`config.mk`:
```
export PLATFORM = sky130hd
export DESIGN_NAME = cpu_controller
export DESIGN_NICKNAME = d
export VERILOG_FILES = /design/src/rtl/cpu_pkg.sv /design/src/rtl/cpu_controller.sv
export SDC_FILE = /design/constraint.sdc
export NUM_CORES = 1
export LEC_CHECK = 0
export BUFFER_PORTS_ARGS = -buffer_cell sky130_fd_sc_hd__buf_2
export CAP_MARGIN = 30
export CORE_AREA = 8 8 45 47
export CTS_BUF_LIST = sky130_fd_sc_hd__clkbuf_4 sky130_fd_sc_hd__clkbuf_8
export CTS_CLUSTER_DIAMETER = 50
export CTS_CLUSTER_SIZE = 40
export DETAILED_ROUTE_END_ITERATION = 10
export DIE_AREA = 0 0 53 55
export GPL_TIMING_DRIVEN = 0
export PLACE_DENSITY_LB_ADDON = 0.1
export SLEW_MARGIN = 25
export SYNTH_ARGS = -nofsm -noshare
export SYNTH_HDL_FRONTEND = slang
export SYNTH_SLANG_ARGS = --single-unit
```
`constraint.sdc`:
```
create_clock -name clk -period 2 [get_ports clk]
set_clock_uncertainty 0.15 [all_clocks]
set_input_delay 0.2 -clock clk [delete_from_list [all_inputs] [get_ports clk]]
set_output_delay 0.2 -clock clk [all_outputs]
set_load 0.005 [all_outputs]
```
`src/rtl/cpu_pkg.sv`:
```
// ============================================================================
// Module      : cpu_pkg
// Description : Opcode and phase encodings shared by the CPU controller and ALU.
// Revision    : 1.0 - initial release
// ============================================================================
`default_nettype none

package cpu_pkg;

    localparam logic [2:0] OP_HLT = 3'b000;
    localparam logic [2:0] OP_SKZ = 3'b001;
    localparam logic [2:0] OP_ADD = 3'b010;
    localparam logic [2:0] OP_AND = 3'b011;
    localparam logic [2:0] OP_XOR = 3'b100;
    localparam logic [2:0] OP_LDA = 3'b101;
    localparam logic [2:0] OP_STO = 3'b110;
    localparam logic [2:0] OP_JMP = 3'b111;

    typedef enum logic [2:0] {
        PH_INST_ADDR  = 3'd0,
        PH_INST_FETCH = 3'd1,
        PH_INST_LOAD  = 3'd2,
        PH_IDLE       = 3'd3,
        PH_OP_ADDR    = 3'd4,
        PH_OP_FETCH   = 3'd5,
        PH_ALU_OP     = 3'd6,
        PH_STORE      = 3'd7
    } phase_t;

    // Instructions that read an operand from memory and write the accumulator.
    function automatic logic is_aluop(input logic [2:0] op);
        return (op == OP_ADD) || (op == OP_AND) || (op == OP_XOR) || (op == OP_LDA);
    endfunction

endpackage

`default_nettype wire

```
`src/rtl/cpu_controller.sv`:
```
// ============================================================================
// Module      : cpu_controller
// Description : 8-phase fetch/execute sequencer with memory stall and sticky
//               halt. Macro CPU_CTRL_RETIRE_CNT_EN adds a retired-instruction
//               counter output (instr_count).
// Revision    : 1.0 - initial release
// ============================================================================
`default_nettype none

module cpu_controller
    import cpu_pkg::*;
#(
    parameter int OPCODE_WIDTH = 3,
    parameter int CNT_WIDTH    = 16
) (
    input  logic                    clk,
    input  logic                    rst,
    input  logic [OPCODE_WIDTH-1:0] opcode,
    input  logic                    zero,
    input  logic                    mem_ready,
    output logic                    sel,
    output logic                    rd,
    output logic                    ld_ir,
    output logic                    inc_pc,
    output logic                    ld_pc,
    output logic                    ld_ac,
    output logic                    data_e,
    output logic                    wr,
    output logic                    halt
`ifdef CPU_CTRL_RETIRE_CNT_EN
    ,
    output logic [CNT_WIDTH-1:0]    instr_count
`endif
);

    generate
        if (OPCODE_WIDTH != 3) begin : g_opcode_width_check
            $error("cpu_controller: OPCODE_WIDTH must be 3");
        end
        if (CNT_WIDTH < 1) begin : g_cnt_width_check
            $error("cpu_controller: CNT_WIDTH must be at least 1");
        end
    endgenerate

    phase_t r_phase;
    logic   r_halted;

    logic w_aluop;
    logic w_skz;
    logic w_sto;
    logic w_jmp;
    logic w_hlt;
    logic w_stall;

    assign w_aluop = is_aluop(opcode);
    assign w_skz   = (opcode == OP_SKZ);
    assign w_sto   = (opcode == OP_STO);
    assign w_jmp   = (opcode == OP_JMP);
    assign w_hlt   = (opcode == OP_HLT);

    // Only phases that actually read memory wait for it.
    assign w_stall = !mem_ready &&
                     ((r_phase == PH_INST_FETCH) || ((r_phase == PH_OP_FETCH) && w_aluop));

    always_ff @(posedge clk) begin
        if (rst) begin
            r_phase  <= PH_INST_ADDR;
            r_halted <= 1'b0;
        end else if (!r_halted) begin
            if ((r_phase == PH_OP_ADDR) && w_hlt) begin
                r_phase  <= PH_INST_ADDR;
                r_halted <= 1'b1;
            end else if (!w_stall) begin
                r_phase <= phase_t'(r_phase + 3'd1);
            end
        end
    end

    always_comb begin
        sel    = 1'b0;
        rd     = 1'b0;
        ld_ir  = 1'b0;
        inc_pc = 1'b0;
        ld_pc  = 1'b0;
        ld_ac  = 1'b0;
        data_e = 1'b0;
        wr     = 1'b0;
        halt   = 1'b0;
        if (r_halted) begin
            halt = 1'b1;
        end else begin
            case (r_phase)
                PH_INST_ADDR: begin
                    sel = 1'b1;
                end
                PH_INST_FETCH: begin
                    sel = 1'b1;
                    rd  = 1'b1;
                end
                PH_INST_LOAD, PH_IDLE: begin
                    sel   = 1'b1;
                    rd    = 1'b1;
                    ld_ir = 1'b1;
                end
                PH_OP_ADDR: begin
                    inc_pc = 1'b1;
                    halt   = w_hlt;
                end
                PH_OP_FETCH: begin
                    rd = w_aluop;
                end
                PH_ALU_OP: begin
                    rd     = w_aluop;
                    inc_pc = w_skz & zero;
                    ld_pc  = w_jmp;
                    data_e = w_sto;
                end
                PH_STORE: begin
                    rd     = w_aluop;
                    inc_pc = w_jmp;
                    ld_pc  = w_jmp;
                    ld_ac  = w_aluop;
                    wr     = w_sto;
                    data_e = w_sto;
                end
                default: ;
            endcase
        end
    end

`ifdef CPU_CTRL_RETIRE_CNT_EN
    localparam logic [CNT_WIDTH-1:0] c_cnt_one = 1;

    logic [CNT_WIDTH-1:0] r_instr_count;

    // STORE never stalls, so being in STORE while running means leaving it.
    always_ff @(posedge clk) begin
        if (rst) begin
            r_instr_count <= '0;
        end else if (!r_halted && (r_phase == PH_STORE) && (r_instr_count != '1)) begin
            r_instr_count <= r_instr_count + c_cnt_one;
        end
    end

    assign instr_count = r_instr_count;
`endif

endmodule

`default_nettype wire

```
Word-level counts from Yosys, hierarchy flattened
Cells that the tools add are included.
{ "word_totals": {"ff_bits": 4, "out_inout_bits": 9, "word_cells": 58} }
{ "classes": {"addsub": 1, "eq_ne": 15, "n_mux": 22, "n_bitwise": 2, "n_reduce_logical": 16} }
{ "op_table": {"columns": ["operator", "n"], "rows": [
  ["3-bit == test (second input constant)", 8],
  ["1-bit two-way mux", 18],
  ["3-bit by 2-bit == test with 1-bit output (second input constant)", 4],
  ["3-bit by 1-bit == test with 1-bit output (second input constant)", 2],
  ["3-bit logical NOT", 2],
  ["3-bit two-way mux", 2],
  ["3-bit OR reduction", 2],
  ["1-bit logical OR", 4],
  ["2-bit OR reduction", 2],
  ["4-bit OR reduction", 1],
  ["3-bit by 1-bit adder with 3-bit output (second input constant)", 1],
  ["1-bit logical AND", 3],
  ["1-bit case mux with 3 select lines", 1],
  ["2-bit by 1-bit != test with 1-bit output (second input constant)", 1],
  ["1-bit case mux with 2 select lines", 1],
  ["2-bit AND reduction", 1],
  ["1-bit bitwise AND", 1],
  ["1-bit logical NOT", 1],
  ["1-bit inverter", 1]
]} }

Depth between registers and ports, before layout
{ "depth": {"depth_word": 9, "ltp_mapped": 5, "depth_no_buf": 5} }

Worst setup path before layout
No wires, ideal clock.
{ "synth_path": {"path_type": "register -> register", "startpoint": "register r_phase[2]", "endpoint": "register r_phase[2]", "setup_time_ns": 0.092, "t_arrival_ns": 1.335, "path_slack_ns": 0.423, "path_stages_with_launch": 5, "n_path_buf": 0, "period_less_slack_ns": 1.577, "cell_sequence": "dfxtp_1 -> inv_1 -> ha_1 -> or3_1 -> o32ai_1"} }
{ "synth_between": {"elab_chain_cells": 6, "word_cells_on_any_way": 12, "cone_classes": "add/sub: 1; eq/ne: 4; mux: 2; reduce/logical: 5"} }
{ "synth_rtl": {"columns": ["element", "line_no", "text"], "rows": [
  ["start: declaration", "cpu_controller.sv:45", "phase_t r_phase;"],
  ["start signal: assignment", "cpu_controller.sv:74", "r_phase <= phase_t'(r_phase + 3'd1);"],
  ["3-bit == test", "cpu_controller.sv:63", "((r_phase == PH_INST_FETCH) || ((r_phase == PH_OP_FETCH) && w_aluop));"],
  ["1-bit logical AND", "cpu_controller.sv:63", null],
  ["1-bit logical OR", "cpu_controller.sv:63", null],
  ["1-bit logical AND", "cpu_controller.sv:62", "assign w_stall = !mem_ready &&"],
  ["2-bit by 1-bit != test with 1-bit output (no line)", null, null],
  ["2-bit AND reduction (no line)", null, null]
]} }
Parallel ways exist; a longest one is shown, timed or not. The select of a mux whose other input is x is not followed.
A chain may end at the register's enable or synchronous reset.

Worst setup path after layout
{ "layout_path": {"startpoint": "register r_phase[0]", "endpoint": "output port rd"} }
{ "layout_between": {"elab_chain_cells": 4, "word_cells_on_any_way": 10, "cone_classes": "eq/ne: 6; mux: 2; reduce/logical: 2"} }
{ "layout_rtl": {"columns": ["element", "line_no", "text"], "rows": [
  ["3-bit == test, or another cell as far along", "cpu_controller.sv:92", "case (r_phase)"],
  ["3-bit OR reduction (no line)", null, null],
  ["1-bit case mux with 2 select lines (*)", "cpu_controller.sv:92", null],
  ["1-bit two-way mux (*)", "cpu_controller.sv:89", "if (r_halted) begin"],
  ["end: declaration", "cpu_controller.sv:22", "output logic rd,"]
]} }
Mark *: on every way between the ends. The rest lies on a longest branch, timed or not.

==> impl_metrics.csv <==
group,metric,value,unit
status,status,"complete, no violations",
yosys,synthXorXnorAreaFrac,0.0350,
yosys,syn_inst,54,
worst_setup_path,rr_startpoint,"r_phase[0]",
power,cellLeakagePower,0.000261,uW
global_route,grt_pass1_vias,444,
placement,portBuffers,15,
global_route,overflow,0,
min_path,whs_path_depth,2,
yosys,muxShareOfSynthArea,0,
yosys,yosys_warnings,0,
sta,fin_hold_ws,0.0814,ns
global_route,grt_pass1_wl,1.93,mm
detailed_routing,viasPerCell,5.43,
yosys,syn_area,464,sq um
yosys,synth-simple-area-share,0.313,
clock_network,cts_sinks,4,
yosys,ys_seq_elements,4,
final_layout,diodes,0,
detailed_routing,drt_iter0_drc,11,
final_layout,area_growth,33.4,%
clock_network,cts_tree,"yes",
detailed_routing,detail_route.first_pass.iterations,4,
die,start_util,0.335,
detailed_routing,ant_nets,0,
die,die_w,53,um
worst_setup_path,reg2reg_depth,4,
sta,maxSlewViolCount,0,
die,dieArea,2920,sq um
sta,finalHoldViolCount,0,
flow_run,max_cap_violations,0,
yosys,ys_seq_area_frac,0.173,
min_path,hold_path_class,"input port to register",
worst_setup_path,cp.arrival,1.56,ns
die,coreArea,1380,sq um
power,ir_drop,0.348,mV
global_route,grt_max_degree,11,
final_layout,final_nets,88,
detailed_routing,drc,0,
worst_setup_path,r2r_setup_slack,0.35,ns
clock_network,h-tree-depth,1,
global_route,grt_usage,0.0879,
worst_setup_path,reg2reg_to,"r_phase[2]",
detailed_routing,finalWirelength,1.15,mm
sta,finalCritPeriodShare,0.955,
yosys,synth_top_family_by_area,"simple AND/OR/NAND/NOR gates",
clock_network,clock_latency,0.23,ns
worst_setup_path,endpoint_kind,"output pin",
final_layout,drive_above_1_share,0.417,
clock_network,postCtsHoldBufs,0,
sta,worst_slew_pin_slew,0.469,ns
yosys,synth_edf_count,0,
sta,finalSetupViolCount,0,
clock_network,postCtsSetupBuffers,0,
sta,maxSlewHeadroom,0.688,
die,pin_count,16,
clock_network,clk_pin_slew,0.03,ns
sta,clock.fmax,0.523,GHz
detailed_routing,post_drt_wl_per_cell,13.1,um
yosys,synthAdderAreaFrac,0.189,
yosys,synth_flop_cell,"dfxtp_1",
min_path,worstHoldStart,"rst",
worst_setup_path,cp_max_fo,5,
die,die_h,55,um
yosys,synth-async-reset-ratio,0,
sta,min_period,1.91,ns
power,power.density,626,nW/um^2
yosys,syn-num-nets,68,
worst_setup_path,critPathLaunchType,"register",
worst_setup_path,startpoint,"r_phase[0]",
detailed_routing,num_vias,478,
placement,globalplace.congestion,0.759,
yosys,synth_cell_types,30,
min_path,holdPathEnd,"r_phase[2]",
sta,setup_ws,0.0892,ns
die,num_rows,14,
placement,dp_hpwl,914,um
yosys,postSynthAreaPerCell,8.60,sq um
worst_setup_path,worstPathRequired,1.65,ns
clock_network,numCtsBuffers,3,
clock_network,cts_buffer_depth,2,
placement,post-place-ws,0.0934,ns
worst_setup_path,timing_worst_setup_path_type,"register to output pin",
clock_network,cts_root_buf,"clkbuf_4",
yosys,synth-compound-area-share,0.251,
global_route,antenna_found_initial,0,
[final cells by class]
type                            count  area (sq um)
Fill cell                         155           764
Multi-Input combinational cell     45           402
Sequential cell                     4          81.3
Timing Repair Buffer               15          75.1
Clock buffer                        3          22.5
Tap cell                           16          20.0
Inverter                            4          15.0
Buffer                              1          3.75
[worst max-delay path by stage]
stage	to	cells after the start	slack [ns]
3_3_place_gp	halt	6	0.09
5_1_grt	sel	5	-0.06
6_report	rd	5	0.09
2_1_floorplan	r_phase[2]	4	0.42
3_5_place_dp	halt	6	0.09
4_1_cts	rd	5	0.02
[synth_stat cells, types with 2 or more instances]
cell | n | share of area
a21oi_1 | 2 | 0.022
a31oi_1 | 2 | 0.027
dfxtp_1 | 4 | 0.17
ha_1 | 7 | 0.19
inv_1 | 4 | 0.032
nand2_1 | 2 | 0.016
nor2_1 | 2 | 0.016
nor2b_1 | 4 | 0.054
nor3_1 | 2 | 0.022
nor4_1 | 2 | 0.027
o21ai_0 | 2 | 0.022
o221ai_1 | 2 | 0.038
or2_2 | 2 | 0.027
[placed cells by master, fill, tap and decap left out, drive strengths merged, types with 3 or more instances in the layout]
master / count
nor4: 3
buf: 15
clkbuf: 4
inv: 4
dfxtp: 4
nor2b: 4
ha: 7
[state kept, by name (all words and copies together), names as in the netlist]
name	cells
r_halted	1
r_phase	3
[stage by stage]
step,instance area (sq um),cells,power [uW],utilization,TNS [ns]
floorplan,464,54,219,-,0
global placement,559,85,275,0.404,0
detailed placement,559,85,276,0.404,0
CTS,602,88,391,0.435,0
global route,619,88,432,0.448,-0.0588
finish,619,88,388,0.448,0
[kinds of logic (layout without fill, tap and decap cells)]
group                      after synthesis  after routing
AOI/OAI and AO/OA                       14             14
xor gates and xnor gates                 1              1
DFF                                      4              4
buffers and inverters                    5             23
and+or+nand+nor                         23             23
adders and majority gates                7              7
[worst max-delay path, cell delays in order, from the launching register on]
cell and delay [ns]:
dfxtp_1 0.33, ha_1 0.23, ha_2 0.21, a2111oi_4 0.33, nor4_2 0.08, buf_2 0.14
[report_power, final]
part | internal [uW] | switching [uW] | leakage, uW | total, uW
sequential | 92.7 | 15.0 | 0.0000333 | 108
clock | 66.8 | 28.7 | 0.0000138 | 95.5
combinational | 88.1 | 96.3 | 0.000214 | 184
[per-layer routing]
| layer | up-vias | global-route usage | routed length (um) |
|---|---|---|---|
| li1 | 243 | - | - |
| met1 | 216 | 0.0910 | 494 |
| met2 | 19 | 0.146 | 557 |
| met3 | 0 | 0.0455 | 101 |
| met4 | 0 | 0.0388 | 0 |
| met5 | - | 0 | 0 |
[what timing repair did]
action / 4_1_cts / 5_1_grt
cloned: 0 / 0
setup endpoints to repair: 2 / 3
resized for setup: 3 / 3
pin swaps: 0 / 1
Note: power is estimated with default switching activity, not from simulation.
